[src/rtl/cfg_pkt_writer.sv]
// Parses SpaceWire config-write packets (addr bytes, data bytes, EOP) from the rx FIFO into one register write each; optional CFG_WR_ACK_EN holds cfg_wr_o until cfg_wr_ack_i.
// Latency: EOP read to cfg_wr_o is 2 cycles; FIFO reads follow occupancy and stall while a write is in flight.
module cfg_pkt_writer #(
  parameter int DW = 32,
  parameter int AW = 32
) (
  input  logic          clk,
  input  logic          reset,
  input  logic [8:0]    fifo_data_i,
  input  logic          fifo_empty_i,
  output logic          fifo_rd_o,
  output logic          cfg_wr_o,
  output logic [AW-1:0] cfg_wr_addr_o,
  output logic [DW-1:0] cfg_wr_data_o,
  input  logic          cfg_wr_ack_i,
  output logic          cfg_wrbusy_o,
  output logic          cfg_int_o,
  output logic [AW-1:0] cfg_int_addr,
  output logic          cfg_err_o
);
  localparam int AB = AW / 8;
  localparam int DB = DW / 8;
  localparam int CW = 8;

  typedef enum logic [2:0] {IDLE, ADDR, DATA, TAIL, WRITE, DISCARD} state_t;

  state_t        state_q, state_d;
  logic [CW-1:0] cnt_q, cnt_d;
  logic [AW-1:0] addr_q, addr_d;
  logic [DW-1:0] data_q, data_d;
  logic [AW-1:0] int_addr_q, int_addr_d;
  logic          err_q, err_d;
  logic          rd_vld_q;
  logic          rd_en;
  logic          wr_done;
  logic          is_data, is_eop, is_eep;

  // Any control char other than EOP terminates the packet as an error end.
  assign is_data = rd_vld_q && !fifo_data_i[8];
  assign is_eop  = rd_vld_q && fifo_data_i[8] && (fifo_data_i[7:0] == 8'h00);
  assign is_eep  = rd_vld_q && fifo_data_i[8] && (fifo_data_i[7:0] != 8'h00);

`ifdef CFG_WR_ACK_EN
  assign wr_done = cfg_wr_ack_i;
`else
  logic unused_ack;
  assign unused_ack = cfg_wr_ack_i;
  assign wr_done    = 1'b1;
`endif

  always_comb begin
    rd_en = 1'b0;
    case (state_q)
      IDLE, ADDR, DATA, DISCARD: rd_en = 1'b1;
      TAIL:                      rd_en = !rd_vld_q;
      default:                   rd_en = 1'b0;
    endcase
  end

  assign fifo_rd_o = rd_en && !fifo_empty_i && !reset;

  always_comb begin
    state_d    = state_q;
    cnt_d      = cnt_q;
    addr_d     = addr_q;
    data_d     = data_q;
    int_addr_d = int_addr_q;
    err_d      = 1'b0;
    case (state_q)
      IDLE: begin
        if (is_data) begin
          addr_d = AW'(fifo_data_i[7:0]);
          if (AB == 1) begin
            cnt_d   = '0;
            state_d = DATA;
          end else begin
            cnt_d   = CW'(1);
            state_d = ADDR;
          end
        end
      end
      ADDR: begin
        if (is_data) begin
          addr_d = (addr_q << 8) | AW'(fifo_data_i[7:0]);
          if (cnt_q == CW'(AB - 1)) begin
            cnt_d   = '0;
            state_d = DATA;
          end else begin
            cnt_d = cnt_q + CW'(1);
          end
        end else if (is_eop || is_eep) begin
          err_d   = 1'b1;
          state_d = IDLE;
        end
      end
      DATA: begin
        if (is_data) begin
          data_d = (data_q << 8) | DW'(fifo_data_i[7:0]);
          if (cnt_q == CW'(DB - 1)) begin
            cnt_d   = '0;
            state_d = TAIL;
          end else begin
            cnt_d = cnt_q + CW'(1);
          end
        end else if (is_eop || is_eep) begin
          err_d   = 1'b1;
          state_d = IDLE;
        end
      end
      TAIL: begin
        if (is_eop) begin
          state_d = WRITE;
        end else if (is_eep) begin
          err_d   = 1'b1;
          state_d = IDLE;
        end else if (is_data) begin
          state_d = DISCARD;
        end
      end
      WRITE: begin
        if (wr_done) begin
          int_addr_d = addr_q;
          state_d    = IDLE;
        end
      end
      DISCARD: begin
        if (is_eop || is_eep) begin
          err_d   = 1'b1;
          state_d = IDLE;
        end
      end
      default: state_d = IDLE;
    endcase
  end

  always_ff @(posedge clk or posedge reset) begin
    if (reset) begin
      state_q    <= IDLE;
      cnt_q      <= '0;
      addr_q     <= '0;
      data_q     <= '0;
      int_addr_q <= '0;
      err_q      <= 1'b0;
      rd_vld_q   <= 1'b0;
    end else begin
      state_q    <= state_d;
      cnt_q      <= cnt_d;
      addr_q     <= addr_d;
      data_q     <= data_d;
      int_addr_q <= int_addr_d;
      err_q      <= err_d;
      rd_vld_q   <= fifo_rd_o;
    end
  end

  assign cfg_wr_o      = (state_q == WRITE);
  assign cfg_wr_addr_o = addr_q;
  assign cfg_wr_data_o = data_q;
  assign cfg_int_o     = cfg_wr_o && wr_done;
  // The completing write's address is visible in its own interrupt cycle.
  assign cfg_int_addr  = cfg_int_o ? addr_q : int_addr_q;
  assign cfg_wrbusy_o  = (state_q != IDLE);
  assign cfg_err_o     = err_q;

endmodule

[config.mk]
export PLATFORM = sky130hd
export DESIGN_NAME = cfg_pkt_writer
export DESIGN_NICKNAME = d
export VERILOG_FILES = /design/src/rtl/cfg_pkt_writer.sv
export SDC_FILE = /design/constraint.sdc
export NUM_CORES = 1
export LEC_CHECK = 0
export ABC_AREA = 1
export CORE_ASPECT_RATIO = 1.1
export CORE_MARGIN = 5
export CORE_UTILIZATION = 45
export DETAILED_ROUTE_END_ITERATION = 8
export PLACE_DENSITY = 0.85
export SLEW_MARGIN = 20
export SYNTH_ARGS = -nofsm -noshare
export SYNTH_HDL_FRONTEND = slang
export SYNTH_SLANG_ARGS = --single-unit
[constraint.sdc]
create_clock -name clk -period 11.87 [get_ports clk]
set_clock_uncertainty 0.2 [all_clocks]
set_input_delay 3.561 -clock clk [delete_from_list [all_inputs] [get_ports clk]]
set_output_delay 3.561 -clock clk [all_outputs]
set_load 0.005 [all_outputs]
==> impl_metrics.toml, run 1 <==
[sta]
setup-tns-final_ns = 0
fin_crit_sh = 0.729
finalSetupViolCount = 0
holdWs_ns = 0.289
hold_viol = 0
tightest_slew_ns = 0.941
fmaxAchievable_ghz = 0.116
rsz0062_at_grt = "false"
period_minus_slack_ns = 8.65
relSlewSlack = 0.373
maxSlewViolCount = 0

[setup_path]
crit_arrival_ns = 4.89
critPathMaxFanout = 2
crit_slowest_cell = "clkdlybuf4s50_1"
critical_path_cell_count = 3
critPathTopFamily = "buffers and inverters"
crit_path_start_kind = "input pin"
crit_buf_inv = 2
crit_path_frequent_cell = "clkdlybuf4s50_1"
critical_path_required_ns = 8.11
end_kind = "output pin"
rr_worst_depth = 6
cpPeakStageDelay_ns = 0.57
worstSetupPathType = "in -> out"
path_cells = "clkdlybuf4s50_1 -> a211oi_1 -> clkdlybuf4s50_1"

[grt]
grt_usage = 0.177
grt_pass1_vias = 3494
grt_max_degree = 77
grt_pass1_wl_um = 17400
antenna_found_initial = 0
grt_overflow_total = 0

[cts]
cts_setup_buffers = 0
cts_buffers = 9
root_buffer = "clkbuf_8"
cts_tree = "done"
ctsHoldBuffers = 0
clock_path_buffers = 2
clock-sinks = 109
clk_latency_ns = 0.37
htree_num_levels = 3
clkSlewWorstSetupHoldPaths_ns = 0.11
cts.repair.resized = 0

[power_and_ir_drop]
power.total_uw = 1340
netSwitchingFraction = 0.344
power.switching_uw = 460
p_int_uw = 879
vdd_drop_max_uv = 103
pwr-share-clk = 0.164
p_seq_frac = 0.432
leakage_uw = 0.00271
powerDensity_nw_per_um2 = 232
pwr-share-comb = 0.404

[synth]
synth_area_leaders = "dfrtp_1 (62%), nand2_1 (11%), inv_1 (5.7%)"
ys_seq_area_frac = 0.621
ys_top_cells_by_count = "nand2_1 (129), dfrtp_1 (109), inv_1 (67)"
async_flop_share = 1.00
yosysWarnings = 0
synth.most_common_cell = "nand2_1"
syn_area_um2 = 4390
synth.avg_cell_area_um2 = 9.23
ys_ff_latch = 109
syn_inst = 476
ys_types = 22
syn_nets = 490
synth_edf_count = 0
synth_top_area_share = 0.621
synth_top_area_cell = "dfrtp_1"
synth_flop_cell = "dfrtp_1"

[route]
routed_wl_um = 10200
avgViaCountPerCell = 5.02
drt_pass1_iterations = 4
postRouteAntennaNets = 0
drt-initial-drc-count = 184
drc = 0
avgRoutedWirePerCell_um = 14.6
num_vias = 3521

[die]
die_x_um = 104
ios = 114
die_area_um2 = 11800
core_um2 = 9440
start_util = 0.465
rows = 37
die_h_um = 114

[finish]
final_util = 0.610
area_growth_pct = 31.3
fillCellCount = 770
nets = 594
drive_gt1_frac = 0.0547
fin_cells = 702
antennaDiodeCount = 0

[placed_design]
gp_congestion = 0.816
dpl.cell_count = 686
port_buffers = 112
dp_hpwl_um = 7350

[run]
max_cap_viol_count = 0

[worst_hold_path]
hold_depth = 2
min_path_type = "reg -> reg"

[status]
status = "finished clean"
final timing paths:
check                                               from                             to  slack, ns
setup / recovery                                   reset                      fifo_rd_o       3.22
hold / removal             cfg_wr_data_o[25]$_DFFE_PP0P_  cfg_wr_data_o[25]$_DFFE_PP0P_       0.29
hold reg to reg            cfg_wr_data_o[25]$_DFFE_PP0P_  cfg_wr_data_o[25]$_DFFE_PP0P_       0.29
setup reg to reg                  state_q[0]$_DFFE_PP0P_           cnt_q[1]$_DFFE_PP0P_       9.46
min in group asynchronous                          reset            cfg_err_o$_DFF_PP0_       3.34
max in group asynchronous                          reset           cnt_q[0]$_DFFE_PP0P_       6.83
per-layer routing:
metal | GRT usage | vias up | share of wire
li1 | - | 1724 | -
met1 | 0.239 | 1672 | 0.46
met2 | 0.284 | 111 | 0.47
met3 | 0.0481 | 14 | 0.060
met4 | 0.0475 | 0 | 0.013
met5 | 0 | - | 0
cell families (layout without fill, tap and decap cells):
kind of cell | count (synthesis) | count (layout) | share of synthesized area
and+or+nand+nor | 170 | 170 | 0.165
adders and majority gates | 1 | 1 | 0.00285
buffers and inverters | 91 | 200 | 0.0840
DFF | 109 | 109 | 0.621
AOI/OAI and AO/OA | 105 | 105 | 0.127
worst min-delay path, cell delays in order, from the launching register on:
cell and delay, ns:
dfrtp_1 0.36, nand2_1 0.05, nand2_1 0.05
layout make-up:
| class | instances | area (µm²) | area share |
|---|---|---|---|
| clock buffers | 11 | 141 | 0.0245 |
| repair buffers | 113 | 1130 | 0.196 |
| clock inverters | 5 | 48.8 | 0.00847 |
| multi-input cells | 276 | 1300 | 0.226 |
| well taps | 117 | 146 | 0.0254 |
| inverters | 71 | 269 | 0.0467 |
| flip-flops and latches | 109 | 2730 | 0.473 |
power by group through the flow:
stage / Clock [µW] / Sequential, µW / Combinational (µW)
global route: 243 / 595 / 598
floorplan: 0 / 579 / 226
detailed placement: 0 / 584 / 544
global placement: 0 / 580 / 523
finish: 220 / 578 / 541
CTS: 227 / 578 / 546
per-stage QoR:
stage	setup slack, ns	cell area (µm²)
after CTS	3.21	5760
after floorplan	4.27	4390
after global routing	3.15	5760
after global placement	3.29	5570
final	3.22	5760
after detailed placement	3.21	5570
registers in the layout, summed over array words and instances (netlist names):
signal / count
rd_vld_q: 1
int_addr_q: 32
state_q: 3
cnt_q: 8
cfg_wr_data_o: 32
cfg_wr_addr_o: 32
cfg_err_o: 1
placed cells by master (no fill, tap or decap), drive strengths merged:
cell,n
nand4,8
ha,1
inv,76
a21oi,3
clkbuf,11
o21ai,77
a211oi,1
nor2,22
nand2,134
buf,1
nand3,6
dfrtp,109
clkdlybuf4s50,112
o22ai,24
Power figures use the tool's default switching activity.
==> inputs of run 2 (changes only) <==
--- a/config.mk
+++ b/config.mk
@@ -8,9 +8,9 @@
 export ABC_AREA = 1
 export CORE_ASPECT_RATIO = 1.1
 export CORE_MARGIN = 5
-export CORE_UTILIZATION = 45
+export CORE_UTILIZATION = 44
 export DETAILED_ROUTE_END_ITERATION = 8
-export PLACE_DENSITY = 0.85
+export PLACE_DENSITY = 0.86
 export SLEW_MARGIN = 20
 export SYNTH_ARGS = -nofsm -noshare
 export SYNTH_HDL_FRONTEND = slang
==> constraint.sdc (replaced) <==
create_clock -name clk -period 7.2 [get_ports clk]
set_clock_uncertainty 0.2 [all_clocks]
set_input_delay 2.16 -clock clk [delete_from_list [all_inputs] [get_ports clk]]
set_output_delay 2.16 -clock clk [all_outputs]
set_load 0.005 [all_outputs]
==> run 2 against run 1 <==
Die area rose by 2.1%. Total power is 65% higher. Clock power increased by 65%. Critical path depth unchanged. Largest cell class unchanged. Routed wire length up 3.5%. Sequential share of layout area down 0.092 points. Sequential power grew 65%. Core utilization down 2.1 points. Non-clock buffer count unchanged. Via count up 1.6%. Combinational power rose by 65%. Hold slack improved by 0.0075 ns.
==> impl_metrics.toml, run 2 (same netlist as run 1, synthesis figures left out) <==
[route]
num_vias = 3577
drt_pass1_iterations = 5
avgRoutedWirePerCell_um = 15.0
postRouteAntennaNets = 0
drc = 0
drt-initial-drc-count = 201
avgViaCountPerCell = 5.07
routed_wl_um = 10600

[cts]
cts_tree = "done"
cts_setup_buffers = 0
cts_buffers = 9
clock-sinks = 109
root_buffer = "clkbuf_8"
htree_num_levels = 3
clk_latency_ns = 0.36
clock_path_buffers = 2
ctsHoldBuffers = 0
cts.repair.resized = 0
clkSlewWorstSetupHoldPaths_ns = 0.11

[setup_path]
cpPeakStageDelay_ns = 0.56
crit_arrival_ns = 3.44
r2r_slack_ns = 4.82
r2r-end = "cnt_q[7]$_DFFE_PP0P_"
crit_path_start_kind = "input pin"
worstSetupPathType = "in -> out"
end_kind = "output pin"
r2r-start = "state_q[1]$_DFFE_PP0P_"
rr_worst_depth = 7
critical_path_required_ns = 4.84
critPathMaxFanout = 2
path_cells = "clkdlybuf4s50_1 -> a211oi_1 -> clkdlybuf4s50_1"
crit_path_frequent_cell = "clkdlybuf4s50_1"
crit_slowest_cell = "clkdlybuf4s50_1"

[grt]
grt_pass1_vias = 3504
antenna_found_initial = 0
grt_pass1_wl_um = 17600
top_usage_layer = "met2"
grt_util_met1 = 0.242
met3_usage = 0.0382
use_met2 = 0.288
grt_overflow_total = 0
grt_usage = 0.178
grt_max_degree = 72

[placed_design]
port_buffers = 112
placed_area_um2 = 5570
gp_congestion = 0.874
dpl.cell_count = 689
dp_hpwl_um = 7710

[sta]
period_minus_slack_ns = 5.80
relSlewSlack = 0.323
maxSlewViolCount = 0
rsz0062_at_grt = "false"
fmaxAchievable_ghz = 0.172
setup-tns-final_ns = 0
fin_crit_sh = 0.806
tightest_slew_ns = 1.01
hold_viol = 0
holdWs_ns = 0.296
finalSetupViolCount = 0

[finish]
area_growth_pct = 31.5
final_common_cell = "nand2_1"
most-common-layout-cells = "nand2_1 (128), clkdlybuf4s50_1 (112), dfrtp_1 (109), inv_1 (66), o21ai_0 (40)"
fin_cells = 705
antennaDiodeCount = 0
nets = 594
drive_gt1_frac = 0.0564
final_cell_area_um2 = 5780

[power_and_ir_drop]
powerDensity_nw_per_um2 = 383
leakage_uw = 0.00270
vdd_drop_max_uv = 165

[worst_hold_path]
min_to = "cfg_wr_data_o[25]$_DFFE_PP0P_"
hold_depth = 2
hp-start = "cfg_wr_data_o[25]$_DFFE_PP0P_"
min_path_type = "reg -> reg"

[run]
max_cap_viol_count = 0

[status]
status = "finished clean"

[die]
die_x_um = 105
die_area_um2 = 12100
die_h_um = 115
start_util = 0.448
rows = 38
core_um2 = 9790
ios = 114
## run 2: cell types whose count changed in the layout (fill, tap and decap cells not counted), sizes merged
cell,before,now
clkbuf,11,9
clkinv,0,3
clkinvlp,0,2
inv,76,73
## run 2: through the flow
stage	power (µW)	setup WS, ns	utilization
final	2210	1.40	0.590
after global routing	2370	1.33	0.590
after CTS	2230	1.40	0.590
after detailed placement	1860	1.40	0.569
after global placement	1820	1.42	0.569
after floorplan	1330	1.97	-
## run 2: how the worst max path moves through the flow
stage	startpoint	to	slack [ns]	cells past startpoint
final	reset	fifo_rd_o	1.40	3
after CTS	reset	fifo_rd_o	1.40	3
after detailed placement	reset	fifo_rd_o	1.40	3
after global placement	reset	fifo_rd_o	1.42	3
after global routing	reset	fifo_rd_o	1.33	3
after floorplan	reset	cfg_err_o$_DFF_PP0_	1.97	1
## run 2: routing by layer
layer	up-vias	routed length (µm)
li1	1720	-
met1	1717	4590
met2	129	5160
met3	11	766
met4	0	72
met5	-	0
## run 2: area by class of cell
type	instances	area (µm²)
fill	818	4020
sequential	109	2730
multi-input combinational	276	1300
timing repair buffer	113	1130
inverter	71	269
tap	120	150
clock buffer	9	124
clock inverter	7	78.8
## run 2: worst max-delay path: cells and delay by family
family	cells	cell delay (ns)
AO/OA/AOI/OAI	1	0.26
buffers and inverters	2	1.02
## run 2: power breakdown
group	switching, µW	total [µW]	internal [µW]
Sequential	133	956	822
Combinational	412	893	482
Clock	226	363	137
==> inputs of run 3 (changes only) <==
==> constraint.sdc (replaced) <==
create_clock -name clk -period 4.9 [get_ports clk]
set_clock_uncertainty 0.2 [all_clocks]
set_input_delay 1.47 -clock clk [delete_from_list [all_inputs] [get_ports clk]]
set_output_delay 1.47 -clock clk [all_outputs]
set_load 0.005 [all_outputs]
==> run 3 against run 2 <==
Hold slack lost 0.0042 ns. Critical path depth increased by 1. Routed wire length fell by 0.32%.
==> impl_metrics.toml, run 3 (same netlist as run 1, synthesis figures left out) <==
[route]
drc = 0
routed_wl_um = 10600
routed.top_layer = "met4"
wl_met2_um = 5020
avgRoutedWirePerCell_um = 14.9
wl_met1_um = 4640
num_vias = 3590
avgViaCountPerCell = 5.06
drt_pass1_iterations = 5
route.met3.wl_um = 727
drt-initial-drc-count = 192
postRouteAntennaNets = 0

[finish]
fin_cells = 709
area_growth_pct = 32.5
drive_gt1_frac = 0.0611
most-common-layout-cells = "nand2_1 (128), clkdlybuf4s50_1 (112), dfrtp_1 (109), inv_1 (66), o21ai_0 (40)"
final_cell_area_um2 = 5820
nets = 598
final_util = 0.594
final_common_cell = "nand2_1"
antennaDiodeCount = 0

[setup_path]
end_kind = "output pin"
critPathMaxFanout = 63
critical_path_required_ns = 3.23
crit_arrival_ns = 2.78
crit_path_start_kind = "flop"
worstSetupPathType = "reg -> out"

[cts]
cts_tree = "done"
root_buffer = "clkbuf_8"
cts_setup_buffers = 0
clock-sinks = 109
cts.repair.resized = 0
ctsHoldBuffers = 0
clkSlewWorstSetupHoldPaths_ns = 0.10
cts_buffers = 9
clock_path_buffers = 2
clk_latency_ns = 0.36
htree_num_levels = 3

[power_and_ir_drop]
pwr-share-clk = 0.178
p_int_uw = 2210
vdd_drop_max_uv = 207
powerDensity_nw_per_um2 = 568
leakage_uw = 0.00272
pwr-share-comb = 0.395
netSwitchingFraction = 0.332
p_seq_frac = 0.427
power.switching_uw = 1100

[sta]
timing.final.ws_setup_ns = 0.453
setup-tns-final_ns = 0
rsz0062_at_grt = "false"
hold_viol = 0
maxSlewViolCount = 0
period_minus_slack_ns = 4.45
fin_crit_sh = 0.908
finalSetupViolCount = 0
tightest_slew_ns = 0.972
fmaxAchievable_ghz = 0.225
relSlewSlack = 0.350

[grt]
grt_overflow_total = 0
grt_max_degree = 64
grt_usage = 0.177
grt_pass1_vias = 3588
grt_pass1_wl_um = 17500
antenna_found_initial = 0

[placed_design]
dp_hpwl_um = 7830
placed_area_um2 = 5600
gp_congestion = 0.824
pre_cts_ws_ns = 0.475
dpl.cell_count = 693
port_buffers = 112

[die]
core_um2 = 9790
die_x_um = 105
die_area_um2 = 12100
start_util = 0.448
die_h_um = 115
ios = 114
rows = 38

[status]
status = "finished clean"

[run]
max_cap_viol_count = 0

[worst_hold_path]
min_path_type = "reg -> reg"
==> run 3: final cells by class <==
type	instances	area, µm²
fillers	787	3980
clock buffers	10	128
inverters	71	269
clock inverters	6	86.3
well taps	120	150
flip-flops and latches	109	2730
repair buffers	117	1160
multi-input cells	276	1300
==> run 3: power groups by stage <==
stage	Sequential (µW)	Clock, µW	Combinational (µW)
2_1_floorplan	1400	0	548
3_3_place_gp	1410	0	1260
3_5_place_dp	1420	0	1320
4_1_cts	1410	603	1320
5_1_grt	1450	637	1440
6_report	1410	588	1310
==> run 3: worst max-delay path, stage by stage (launching register included) <==
cell and delay, ns:
dfrtp_1 0.50, nor2_1 0.19, nand2_2 0.57, o21ai_0 0.53, clkdlybuf4s50_1 0.61
==> run 3: stage by stage <==
step	power [µW]	hold slack, ns
global route	3530	0.326
detailed placement	2740	0.273
finish	3310	0.292
global placement	2670	0.263
CTS	3340	0.298
floorplan	1950	0.270
==> run 3: final timing paths <==
kind                            slack, ns                            end  cells after the start                     startpoint
worst max-delay path                 0.45                cfg_int_addr[2]                      4         state_q[0]$_DFFE_PP0P_
worst min-delay path                 0.29  cfg_wr_data_o[26]$_DFFE_PP0P_                      2  cfg_wr_data_o[26]$_DFFE_PP0P_
worst max register to register       2.72  cfg_wr_addr_o[22]$_DFFE_PP0P_                      5         state_q[1]$_DFFE_PP0P_
worst min register to register       0.29  cfg_wr_data_o[26]$_DFFE_PP0P_                      2  cfg_wr_data_o[26]$_DFFE_PP0P_
max in group asynchronous            2.38           cnt_q[0]$_DFFE_PP0P_                      3                          reset
min in group asynchronous            1.35             rd_vld_q$_DFF_PP0_                      2                          reset
==> run 3: routing by layer <==
layer,GRT usage,vias up
li1,-,1728
met1,0.234,1716
met2,0.289,132
met3,0.0371,14
met4,0.0699,0
met5,0,-
